## src/rtl/naive_bus_wr_buffer.sv

```systemverilog
// Posted-write buffer between a naive_bus master and the downstream slave/arbiter.
// Define NAIVE_BUS_WRBUF_ADDR_MATCH_EN to let non-aliasing reads bypass buffered writes.
module naive_bus_wr_buffer #(
  parameter int DEPTH_LOG = 2
) (
  input  logic        clk,
  input  logic        rst,
  // upstream (slave side)
  input  logic        bus_s_rd_req,
  output logic        bus_s_rd_gnt,
  input  logic [31:0] bus_s_rd_addr,
  input  logic [3:0]  bus_s_rd_be,
  output logic [31:0] bus_s_rd_data,
  input  logic        bus_s_wr_req,
  output logic        bus_s_wr_gnt,
  input  logic [31:0] bus_s_wr_addr,
  input  logic [3:0]  bus_s_wr_be,
  input  logic [31:0] bus_s_wr_data,
  // downstream (master side)
  output logic        bus_m_rd_req,
  input  logic        bus_m_rd_gnt,
  output logic [31:0] bus_m_rd_addr,
  output logic [3:0]  bus_m_rd_be,
  input  logic [31:0] bus_m_rd_data,
  output logic        bus_m_wr_req,
  input  logic        bus_m_wr_gnt,
  output logic [31:0] bus_m_wr_addr,
  output logic [3:0]  bus_m_wr_be,
  output logic [31:0] bus_m_wr_data,
  output logic        wbuf_empty
);

  // Handshake: a transfer happens in any cycle where req and gnt are both high.
  localparam int DEPTH = 1 << DEPTH_LOG;

  logic [DEPTH_LOG:0]   wptr;
  logic [DEPTH_LOG:0]   rptr;
  logic [31:0]          addr_mem [DEPTH];
  logic [3:0]           be_mem   [DEPTH];
  logic [31:0]          data_mem [DEPTH];
  logic                 empty;
  logic                 full;
  logic                 push;
  logic                 pop;
  logic                 rd_ok;
  logic [DEPTH_LOG-1:0] head;

  // Flags derive purely from the pointer flops, so they behave as registered.
  assign empty = (wptr == rptr);
  assign full  = (wptr[DEPTH_LOG-1:0] == rptr[DEPTH_LOG-1:0]) &&
                 (wptr[DEPTH_LOG] != rptr[DEPTH_LOG]);
  assign head  = rptr[DEPTH_LOG-1:0];

  assign bus_s_wr_gnt = bus_s_wr_req && !full && !rst;
  assign push         = bus_s_wr_gnt;
  assign bus_m_wr_req = !empty;
  assign pop          = bus_m_wr_req && bus_m_wr_gnt;
  assign wbuf_empty   = empty;

  assign bus_m_wr_addr = addr_mem[head];
  assign bus_m_wr_be   = be_mem[head];
  assign bus_m_wr_data = data_mem[head];

  always_ff @(posedge clk) begin
    if (rst) begin
      wptr <= '0;
      rptr <= '0;
    end else begin
      if (push) wptr <= wptr + 1'b1;
      if (pop)  rptr <= rptr + 1'b1;
    end
  end

  always_ff @(posedge clk) begin
    if (push) begin
      addr_mem[wptr[DEPTH_LOG-1:0]] <= bus_s_wr_addr;
      be_mem[wptr[DEPTH_LOG-1:0]]   <= bus_s_wr_be;
      data_mem[wptr[DEPTH_LOG-1:0]] <= bus_s_wr_data;
    end
  end

`ifdef NAIVE_BUS_WRBUF_ADDR_MATCH_EN
  logic [DEPTH_LOG:0] count;
  logic               rd_hit;
  logic [DEPTH_LOG:0] slot;

  assign count = wptr - rptr;

  // Scan only occupied slots (offset from head below count); a push this cycle is not visible.
  always_comb begin
    rd_hit = 1'b0;
    slot   = '0;
    for (int i = 0; i < DEPTH; i++) begin
      slot = rptr + (DEPTH_LOG + 1)'(i);
      if (((DEPTH_LOG + 1)'(i) < count) &&
          (addr_mem[slot[DEPTH_LOG-1:0]][31:2] == bus_s_rd_addr[31:2]) &&
          ((be_mem[slot[DEPTH_LOG-1:0]] & bus_s_rd_be) != 4'b0000))
        rd_hit = 1'b1;
    end
  end

  assign rd_ok = !rd_hit;
`else
  assign rd_ok = empty;
`endif

  assign bus_m_rd_req  = bus_s_rd_req && rd_ok;
  assign bus_m_rd_addr = bus_s_rd_addr;
  assign bus_m_rd_be   = bus_s_rd_be;
  assign bus_s_rd_gnt  = bus_m_rd_gnt && rd_ok && !rst;
  assign bus_s_rd_data = bus_m_rd_data;

endmodule
```

## config.mk

```make
export PLATFORM = sky130hd
export DESIGN_NAME = naive_bus_wr_buffer
export DESIGN_NICKNAME = d
export VERILOG_FILES = /design/src/rtl/naive_bus_wr_buffer.sv
export SDC_FILE = /design/constraint.sdc
export NUM_CORES = 1
export LEC_CHECK = 0
export CORE_AREA = 2 2 147 149
export DETAILED_ROUTE_END_ITERATION = 7
export DIE_AREA = 0 0 149 151
export GPL_TIMING_DRIVEN = 0
export PLACE_DENSITY = 0.93
export REMOVE_ABC_BUFFERS = 1
export SYNTH_ARGS = -nofsm -noshare
export SYNTH_HDL_FRONTEND = slang
export SYNTH_SLANG_ARGS = --single-unit
```

## constraint.sdc

```tcl
create_clock -name clk -period 6.1 [get_ports clk]
set_input_delay 0.915 -clock clk [delete_from_list [all_inputs] [get_ports clk]]
set_output_delay 0.915 -clock clk [all_outputs]
set_load 0.03 [all_outputs]
```

==> impl_metrics.py <==
metrics = {
    "outcome": {
        "status": "finished, final reports clean",
    },
    "finish": {
        "final_core_util_pct": 63.0,
        "instances_no_fill": 883,
        "areaGrowthSynthToFinish_pct": 20.3,
        "drive_gt1_share_pct": 19.7,
        "diodes": 0,
        "final_cell_mix": "edfxtp_1, clkdlybuf4s50_1, mux4_2",
        "layout.nets": 737,
        "final_common_cell": "edfxtp_1",
    },
    "synthesis": {
        "yosysSeqAreaShare_pct": 76.4,
        "yosysTopAreaCell": "edfxtp_1",
        "ys_seq_elements": 280,
        "syn_inst": 495,
        "yosys.area.top_type_share_pct": 74.9,
        "ys_types": 29,
        "syn_area_per_cell_sq_um": 22.0,
        "ys_warn_count": 0,
        "syn_area_sq_mm": 0.0109,
        "synth.area.top_cells": "edfxtp_1, mux4_2, buf_4",
    },
    "worst_setup_path": {
        "cp.arrival_ps": 2900,
        "cp_slowest_cell": "dfxtp_4",
        "worstSetupPathType": "reg -> out",
        "cp_cell_sequence": "buf_16, mux4_2, clkdlybuf4s50_1",
        "setup.worst_path.start_class": "register",
        "required_ps": 5180,
        "cp-end-kind": "output pin",
        "cpPeakStageDelay_ps": 820,
        "path_max_fanout": 35,
        "worstRegToRegCells": 4,
    },
    "sta": {
        "rsz0062_at_grt": "false",
        "fin_skew_ps": 10.7,
        "setup_slack_ps": 2290,
        "worst_slew_pin_slew_ps": 737,
        "slew_headroom_pct": 50.8,
        "setup_violations": 0,
        "max_freq_mhz": 262,
        "period_minus_slack_ps": 3810,
        "fin_crit_sh_pct": 62.5,
        "hold_ws_ps": 568,
        "hold_violations": 0,
        "maxSlewViolCount": 0,
    },
    "place": {
        "place.gp.congestion": 0.750,
        "dp.cells": 835,
        "place_ws_ps": 2350,
        "post-dp-hpwl_um": 16200,
        "io_buffers": 146,
    },
    "route": {
        "postRouteAntennaNets": 0,
        "drcViolationCount": 0,
        "drt_iter0_markers": 369,
        "num_vias": 5278,
        "first_pass_iters": 4,
        "drt-wirelength-per-cell_um": 28.2,
        "routed_wl_um": 24900,
        "via_per_inst": 5.98,
    },
    "clock_network": {
        "clock_latency_ps": 520,
        "cts_buffers": 28,
        "ctsHoldBuffers": 0,
        "cts_buffer_depth": 3,
        "path_clk_slew_ps": 60,
        "cts_tree": "yes",
        "clkSinkCount": 280,
        "post-cts-setup-buffers": 0,
        "cts-root-buf": "clkbuf_16",
        "cts_resized": 0,
        "htree_levels": 1,
    },
    "grt": {
        "grt_max_degree": 46,
        "track_usage_pct": 22.2,
        "overflow": 0,
        "antenna_found_initial": 1,
        "grt_pass1_wl_um": 36100,
        "grt_pass1_vias": 5493,
    },
    "die": {
        "rows": 53,
        "die_w_um": 149,
        "start_util_pct": 52.3,
        "core_sq_mm": 0.0208,
        "ios": 283,
        "dieArea_sq_mm": 0.0225,
        "dieHeight_um": 151,
    },
    "hold_path": {
        "whs_path_depth": 2,
        "min_path_type": "reg -> reg",
    },
    "power": {
        "p_leak_nw": 4.11,
        "total_power_w": 0.00581,
        "power.density_mw_per_mm2": 443,
        "ir_drop_v": 0.000412,
    },
    "job": {
        "drv_cap": 0,
    },
}
[cell families (layout without fill, tap and decap cells)]
| family | after synthesis | in the layout | synth area share (%) |
|---|---|---|---|
| compound gates | 15 | 15 | 1.01 |
| fa+ha+maj | 5 | 5 | 0.574 |
| mux | 68 | 68 | 14.1 |
| simple gates | 28 | 28 | 1.47 |
| flops | 280 | 280 | 76.4 |
| xor+xnor | 6 | 6 | 0.620 |
| buf+inv | 93 | 206 | 5.86 |
[routing by layer]
| layer | vias to the layer above | wire (um) | GRT usage (%) |
|---|---|---|---|
| met1 | 2670 | 8690 | 26.6 |
| met3 | 53 | 4320 | 15.9 |
| met4 | 10 | 400 | 4.38 |
| met2 | 399 | 11100 | 31.9 |
| li1 | 2146 | - | - |
| met5 | - | 358 | 11.8 |
[worst max-delay path, delay by kind of cell (launching register included)]
kind | cells | cell delay (ps)
mux | 1 | 550
flops | 1 | 820
buf+inv | 2 | 960
[flip-flops by register name, summed over array words and instances, names as in the netlist, named ones only]
register	flops
wptr	3
rptr	3
data_mem	128
addr_mem	128
be_mem	16
[stage by stage]
step | TNS [ps] | cell area (sq um)
CTS | 0 | 13100
floorplan | 0 | 10300
finish | 0 | 13100
detailed placement | 0 | 12300
global placement | -5490 | 12100
global route | 0 | 13100
[path summary, 6_finish.rpt]
| path | slack (ps) | end | start |
|---|---|---|---|
| worst max register to register | 3630 | addr_mem[2][17] | wptr[1] |
| worst min-delay path | 570 | rptr[2] | rptr[2] |
| worst max-delay path | 2290 | bus_m_wr_data[5] | register |
| worst min register to register | 570 | rptr[2] | rptr[2] |
[where the power goes]
group / leakage, nW / internal [W] / switching, W / total (W)
combinational: 1.17 / 0.000843 / 0.000960 / 0.00180
clock: 0.404 / 0.000909 / 0.000666 / 0.00157
sequential: 2.54 / 0.00229 / 0.000142 / 0.00244
total: 4.11 / 0.00405 / 0.00177 / 0.00581
[layout make-up]
cell class,count,area (sq um)
Clock buffer,35,748
Clock inverter,13,103
Fill cell,1392,7710
Inverter,6,22.5
Multi-Input combinational cell,122,1940
Sequential cell,280,8340
Tap cell,275,344
Timing Repair Buffer,152,1620
[Yosys cell counts]
cell type / instances
nor2b_1: 2
nand3_1: 7
a211o_1: 2
nor3b_1: 4
o21ai_0: 4
buf_2: 9
a22oi_1: 1
nand2_1: 4
clkbuf_1: 7
xnor2_1: 1
nand4_1: 4
ha_1: 5
a41oi_1: 2
xnor2_2: 2
xor2_1: 3
a31oi_1: 2
dfxtp_1: 8
edfxtp_1: 272
a21oi_1: 1
buf_6: 3
or4_1: 1
and2_1: 4
nor2_1: 1
mux4_2: 68
inv_1: 6
o211ai_1: 2
a311oi_2: 1
and3_1: 1
buf_4: 68
Power figures use the tool's default switching activity.
